**src/rtl/uart_rx_deserializer_pkg.sv**
```systemverilog
// Shared UART definitions: receiver state encoding, oversampling constants and
// the baud divider helper used by both the RX and TX sides.
package uart_rx_deserializer_pkg;

    typedef enum logic [2:0] {
        RX_IDLE  = 3'd0,
        RX_START = 3'd1,
        RX_DATA  = 3'd2,
        RX_STOP  = 3'd3,
        RX_BREAK = 3'd4
    } rx_state_t;

    localparam int unsigned OVERSAMPLE = 16;

    // Tick index of the mid-bit sample in the start bit, and of the full-bit
    // sample in every following bit.
    localparam logic [3:0] MID_SAMPLE  = 4'd7;
    localparam logic [3:0] LAST_SAMPLE = 4'd15;
    localparam logic [2:0] LAST_BIT    = 3'd7;

    function automatic int unsigned baud_div(input int unsigned clk_hz,
                                             input int unsigned baud);
        return clk_hz / (baud * OVERSAMPLE);
    endfunction

endpackage

```
**src/rtl/uart_rx_deserializer_baud_tick_gen.sv**
```systemverilog
// Oversampling tick generator: one-cycle tick every DIV clocks, restartable
// through clear so the bit grid can be aligned to a start edge.
module baud_tick_gen #(
    parameter int unsigned DIV = 325
) (
    input  logic clk,
    input  logic reset,
    input  logic clear,
    output logic tick
);

    localparam int unsigned CW = (DIV > 1) ? $clog2(DIV) : 1;
    localparam logic [CW-1:0] LAST = CW'(DIV - 1);

    logic [CW-1:0] cnt;

    always_ff @(posedge clk) begin
        if (reset || clear) begin
            cnt <= '0;
        end else if (cnt == LAST) begin
            cnt <= '0;
        end else begin
            cnt <= cnt + CW'(1);
        end
    end

    assign tick = (cnt == LAST);

endmodule

```
**src/rtl/uart_rx_deserializer.sv**
```systemverilog
// 8N1 UART receiver front end: 2-flop synchronizer, 16x oversampled framing FSM,
// mid-bit sampling with start-glitch rejection and stop-bit checking.
module uart_rx_deserializer
    import uart_rx_deserializer_pkg::*;
#(
    parameter int unsigned UART_BAUD   = 9600,
    parameter int unsigned INPUT_CLOCK = 50000000
) (
    input  logic       clk,
    input  logic       reset,
    input  logic       rx,
    output logic [7:0] data_out,
    output logic       data_out_valid,
    output logic       frame_err,
    output logic       rx_busy
);

    localparam int unsigned DIV = baud_div(INPUT_CLOCK, UART_BAUD);

    logic       rx_m, rx_s;
    rx_state_t  state, state_n;
    logic [3:0] samp_cnt, samp_n;
    logic [2:0] bit_cnt, bit_n;
    logic [7:0] shreg, shreg_n;
    logic [7:0] dout_n;
    logic       valid_n, ferr_n;
    logic       tick, tick_clear;

    baud_tick_gen #(.DIV(DIV)) u_tick (
        .clk   (clk),
        .reset (reset),
        .clear (tick_clear),
        .tick  (tick)
    );

    always_ff @(posedge clk) begin
        if (reset) begin
            rx_m <= 1'b1;
            rx_s <= 1'b1;
        end else begin
            rx_m <= rx;
            rx_s <= rx_m;
        end
    end

    always_ff @(posedge clk) begin
        if (reset) begin
            state          <= RX_IDLE;
            samp_cnt       <= '0;
            bit_cnt        <= '0;
            shreg          <= '0;
            data_out       <= '0;
            data_out_valid <= 1'b0;
            frame_err      <= 1'b0;
        end else begin
            state          <= state_n;
            samp_cnt       <= samp_n;
            bit_cnt        <= bit_n;
            shreg          <= shreg_n;
            data_out       <= dout_n;
            data_out_valid <= valid_n;
            frame_err      <= ferr_n;
        end
    end

    always_comb begin
        state_n    = state;
        samp_n     = samp_cnt;
        bit_n      = bit_cnt;
        shreg_n    = shreg;
        dout_n     = data_out;
        valid_n    = 1'b0;
        ferr_n     = 1'b0;
        tick_clear = 1'b0;
        case (state)
            RX_IDLE: begin
                if (!rx_s) begin
                    state_n    = RX_START;
                    samp_n     = '0;
                    tick_clear = 1'b1;
                end
            end
            RX_START: begin
                if (tick) begin
                    if (samp_cnt == MID_SAMPLE) begin
                        if (!rx_s) begin
                            state_n = RX_DATA;
                            samp_n  = '0;
                            bit_n   = '0;
                        end else begin
                            state_n = RX_IDLE;
                        end
                    end else begin
                        samp_n = samp_cnt + 4'd1;
                    end
                end
            end
            RX_DATA: begin
                if (tick) begin
                    // samp_cnt wraps 15 -> 0, so each sample lands one bit after the last
                    samp_n = samp_cnt + 4'd1;
                    if (samp_cnt == LAST_SAMPLE) begin
                        shreg_n = {rx_s, shreg[7:1]};
                        bit_n   = bit_cnt + 3'd1;
                        if (bit_cnt == LAST_BIT) begin
                            state_n = RX_STOP;
                        end
                    end
                end
            end
            RX_STOP: begin
                if (tick) begin
                    samp_n = samp_cnt + 4'd1;
                    if (samp_cnt == LAST_SAMPLE) begin
                        if (rx_s) begin
                            dout_n  = shreg;
                            valid_n = 1'b1;
                            state_n = RX_IDLE;
                        end else begin
                            ferr_n  = 1'b1;
                            state_n = RX_BREAK;
                        end
                    end
                end
            end
            RX_BREAK: begin
                if (rx_s) begin
                    state_n = RX_IDLE;
                end
            end
            default: state_n = RX_IDLE;
        endcase
    end

    assign rx_busy = (state != RX_IDLE);

endmodule

```
**config.mk**
```make
export PLATFORM = sky130hd
export DESIGN_NAME = uart_rx_deserializer
export DESIGN_NICKNAME = d
export VERILOG_FILES = /design/src/rtl/uart_rx_deserializer_pkg.sv /design/src/rtl/uart_rx_deserializer_baud_tick_gen.sv /design/src/rtl/uart_rx_deserializer.sv
export SDC_FILE = /design/constraint.sdc
export NUM_CORES = 1
export LEC_CHECK = 0
export BUFFER_PORTS_ARGS = -buffer_cell sky130_fd_sc_hd__buf_2
export CELL_PAD_IN_SITES_DETAIL_PLACEMENT = 0
export CELL_PAD_IN_SITES_GLOBAL_PLACEMENT = 1
export CORE_MARGIN = 4
export CORE_UTILIZATION = 35
export CTS_CLUSTER_SIZE = 28
export DETAILED_ROUTE_END_ITERATION = 10
export GPL_TIMING_DRIVEN = 0
export HOLD_SLACK_MARGIN = 0.08
export PLACE_DENSITY_LB_ADDON = 0.08
export SLEW_MARGIN = 20
export SYNTH_ARGS = -nofsm -noshare
export SYNTH_HDL_FRONTEND = slang
export SYNTH_SLANG_ARGS = --single-unit
```
**constraint.sdc**
```tcl
create_clock -name clk -period 4.54 [get_ports clk]
set_input_delay 1.362 -clock clk [delete_from_list [all_inputs] [get_ports clk]]
set_output_delay 1.362 -clock clk [all_outputs]
set_load 0.1 [all_outputs]
```
==> qor.log <==
qor: cts.clock_root_cell sky130_fd_sc_hd__clkbuf_8
qor: cts.clock_sink_count 39
qor: floorplanning.die_area 0.00623 mm2
qor: floorplanning.area_inside_the_core_boundary 0.00479 mm2
qor: pwr.seq_power_share 46.6%
qor: synth.yosys-top-cells-area sky130_fd_sc_hd__dfxtp_1 44%, sky130_fd_sc_hd__mux2i_1 9.7%, sky130_fd_sc_hd__nor2_1 7.5%
qor: cts.worst_skew_pair.late_latency 0.29 ns
qor: pwr.share_of_power_burned_in_the_clock_network 38.4%
qor: cells_and_area.most_common_cell_after_layout_fill_and_taps_aside sky130_fd_sc_hd__dfxtp_1
qor: synth.synth_largest_type_area_fraction 44.3%
qor: drt.vias 1,357
qor: drt.final_antenna_net_count 0
qor: worst_setup_path.reg2reg_to u_tick.cnt[4]
qor: pwr.p_leak 0.945 nW
qor: cells_and_area.num_antenna_cells 0
qor: drt.drt_wl_total 3490 um
qor: synth.yosys_most_used_dff sky130_fd_sc_hd__dfxtp_1
qor: cells_and_area.drive_above_1_share 17.6%
qor: cts.tritoncts.num_buffers 5
qor: sta.finalClockSkew 0.00642 ns
qor: outcome.run_status completed
qor: cells_and_area.ff_latch_area 781 um2
qor: synth.syn-num-nets 197
qor: synth.postSynthRegisterBits 39
qor: sta.timing_worst_slew_pin_value 0.493 ns
qor: pwr.power_density 383 mW/mm2
qor: worst_setup_path.worstReg2RegStart u_tick.cnt[0]
qor: sta.setup_viol 0
qor: pwr.worst_ir_drop_vdd 204 uV
qor: global_routing.globalRouteTotalUtil 12.4%
qor: placed_design.portBuffers 13
qor: cts.postCtsSetupRepairBufs 0
qor: floorplanning.io-pin-count 14
qor: cts.clk_pin_slew 0.08 ns
qor: floorplanning.fp-row-count 25
qor: placed_design.detailed_place_hpwl 2470 um
qor: synth.synth_top_cell_by_area sky130_fd_sc_hd__dfxtp_1
qor: cts.hold_buffers 0
qor: drt.detail_route.iter0.violations 124
qor: sta.setup_tns 0 ns
qor: worst_setup_path.cp_slowest_cell sky130_fd_sc_hd__or3_1
qor: synth.synthesis.yosys.warnings 0
qor: cells_and_area.design.final.nets 217
qor: floorplanning.horizontal_die_dimension 78.9 um
qor: pwr.combPwrFrac 15.0%
qor: cts.cts_repair_resize_count 0
qor: drt.drt_first_pass_iters 4
qor: worst_setup_path.critical_path.startpoint_type flop
qor: global_routing.pin_count_of_the_biggest_net_entering_global_routing 13
qor: worst_setup_path.cpPeakStageDelay 0.43 ns
qor: cells_and_area.finalCoreUtilization 42.4%
qor: sta.maxClockFrequency 0.351 GHz
qor: cts.clock_tree_from_tritoncts done
qor: cells_and_area.mostFrequentLayoutCells 39 x sky130_fd_sc_hd__dfxtp_1, 35 x sky130_fd_sc_hd__nor2_1, 18 x sky130_fd_sc_hd__buf_2, 17 x sky130_fd_sc_hd__mux2i_1, 12 x sky130_fd_sc_hd__a21oi_1
qor: global_routing.grt_pass1_wl 6220 um
qor: hold_path.hold_class reg -> reg
qor: pwr.internal_power 0.000567 W
qor: synth.number_of_synthesized_flops_with_an_enable_pin 0
qor: synth.async_reset_ff_share 0%
qor: sta.hold_violations 0
qor: worst_setup_path.critPathKind reg -> out
qor: worst_setup_path.critical_path_required 3.18 ns
qor: global_routing.grt_pass1_vias 1,342
qor: cts.clock_tree.buffer_depth 2
qor: global_routing.antenna_found_initial 0
qor: pwr.power.switching_fraction 27.0%
qor: cells_and_area.syn2layout_area_growth 15.1%
qor: worst_setup_path.arrival 1.49 ns
qor: cells_and_area.finish.cell_count_without_fillers 277
qor: synth.synth_area 0.00176 mm2
qor: pwr.p_switching 0.000209 W
qor: sta.final_min_period_over_clock_period 62.8%
qor: worst_setup_path.worst_r2r_path_depth 8
qor: hold_path.timing.hold.worst_endpoint rx_s
qor: worst_setup_path.cp_cell_sequence buf_4 -> or3_1 -> buf_2
qor: placed_design.place.detailed.instances 269
qor: synth.synth.yosys.seq_area_share 44.3%
qor: worst_setup_path.critical_path.endpoint_type output pin
qor: hold_path.worstHoldPathCells 1
qor: cts.cts-htree-levels 2
qor: pwr.power.total 0.000776 W
qor: worst_setup_path.regToRegSetupSlack 2.60 ns
qor: hold_path.hp-start rx_m
qor: synth.netlist-cell-type-count 43
qor: drt.remaining_drc_errors 0
qor: floorplanning.chipHeight 78.9 um
qor: drt.viasPerCell 4.90
qor: drt.route.detailed.wl_per_inst 12.6 um
qor: global_routing.globalRouteOverflowTotal 0
qor: sta.rsz0062_at_grt no
qor: synth.postSynthAreaPerCell 9.31 um2
qor: worst_setup_path.worstPathMaxFanout 9
qor: cells_and_area.fillCellCount 477
qor: synth.synthCells 189
qor: sta.timing.hold.ws 0.406 ns
qor: sta.timing.slew.headroom 67.1%
qor: sta.post-route-min-period 2.85 ns
qor: placed_design.globalplace.congestion 0.801
qor: cells_and_area.multi_input_comb_area 910 um2
qor: floorplanning.floorplan.initialDensity 36.8%
qor: run.maxCapViolCount 0
qor: sta.total_count_of_max_transition_violations_in_the_final_report 0
-- layout make-up --
type | count | share of cell area, %
buffer | 11 | 2.53
clock buffer | 6 | 4.07
clock inverter | 2 | 1.73
inverter | 5 | 0.926
multi-input combinational | 134 | 44.9
sequential | 39 | 38.5
tap | 67 | 4.14
timing repair buffer | 13 | 3.21
-- synthesized netlist by cell type (2+ instances only) --
cell and number:
sky130_fd_sc_hd__nand4_2 2, sky130_fd_sc_hd__nand2_1 3, sky130_fd_sc_hd__a21oi_1 12, sky130_fd_sc_hd__or2_2 3, sky130_fd_sc_hd__nand3_1 4, sky130_fd_sc_hd__nand2b_1 4, sky130_fd_sc_hd__nor4_1 2, sky130_fd_sc_hd__nand4_1 5
sky130_fd_sc_hd__ha_1 5, sky130_fd_sc_hd__and3_1 2, sky130_fd_sc_hd__nor2_1 35, sky130_fd_sc_hd__dfxtp_1 39, sky130_fd_sc_hd__buf_2 5, sky130_fd_sc_hd__nand3b_1 2, sky130_fd_sc_hd__and2_1 2, sky130_fd_sc_hd__inv_1 4
sky130_fd_sc_hd__o21ai_0 2, sky130_fd_sc_hd__mux2i_1 17, sky130_fd_sc_hd__xor2_1 6, sky130_fd_sc_hd__xnor2_1 4, sky130_fd_sc_hd__clkbuf_1 5, sky130_fd_sc_hd__or3_1 5
-- how the worst max path moves through the flow --
stage	startpoint	end	slack, ns
2_1_floorplan	state[1]	rx_busy	1.97
3_3_place_gp	reset	data_out_valid	1.92
3_5_place_dp	reset	data_out[3]	1.92
4_1_cts	state[1]	rx_busy	1.69
5_1_grt	state[1]	rx_busy	1.63
6_report	state[1]	rx_busy	1.69
-- registers in the layout (all words and copies together) (netlist names) --
name	count
bit_cnt	3
data_out	8
data_out_valid	1
frame_err	1
rx_m	1
rx_s	1
samp_cnt	4
shreg	8
state	3
u_tick.cnt	9
-- power groups by stage --
| stage | Sequential [W] | Clock (W) | Combinational, W |
|---|---|---|---|
| floorplan | 0.000367 | 0 | 0.0000940 |
| finish | 0.000362 | 0.000298 | 0.000116 |
| CTS | 0.000361 | 0.000309 | 0.000116 |
| global route | 0.000364 | 0.000325 | 0.000128 |
| global placement | 0.000368 | 0 | 0.000114 |
| detailed placement | 0.000369 | 0 | 0.000115 |
-- metrics by stage --
step | setup slack, ns | cell area [um2]
after floorplan | 1.97 | 1760
after global placement | 1.92 | 1910
after detailed placement | 1.92 | 1910
after CTS | 1.69 | 2030
after global routing | 1.63 | 2030
final | 1.69 | 2030
-- kinds of logic after synthesis --
kind of cell | count (synthesis) | share of synthesized area (%)
flip-flops | 39 | 44.3
AND/OR/NAND/NOR | 78 | 24.3
XOR/XNOR | 10 | 4.97
multiplexers | 18 | 10.3
adder cells (fa/ha/maj) | 5 | 3.55
AO/OA/AOI/OAI | 23 | 8.53
buffers and inverters | 16 | 3.98
-- metal layers --
metal	track usage [%]	up-vias	routed length (um)
met3	4.31	9	160
met1	16.3	630	1680
met5	0	-	0
met4	4.47	0	51
li1	-	694	-
met2	18.6	24	1590
-- worst max-delay path: cells and delay by family (launching register included) --
kind / cells / cell delay (ns)
buffers and inverters: 2 / 0.48
flip-flops: 1 / 0.30
AND/OR/NAND/NOR: 1 / 0.43
(Power assumes the default switching activity.)
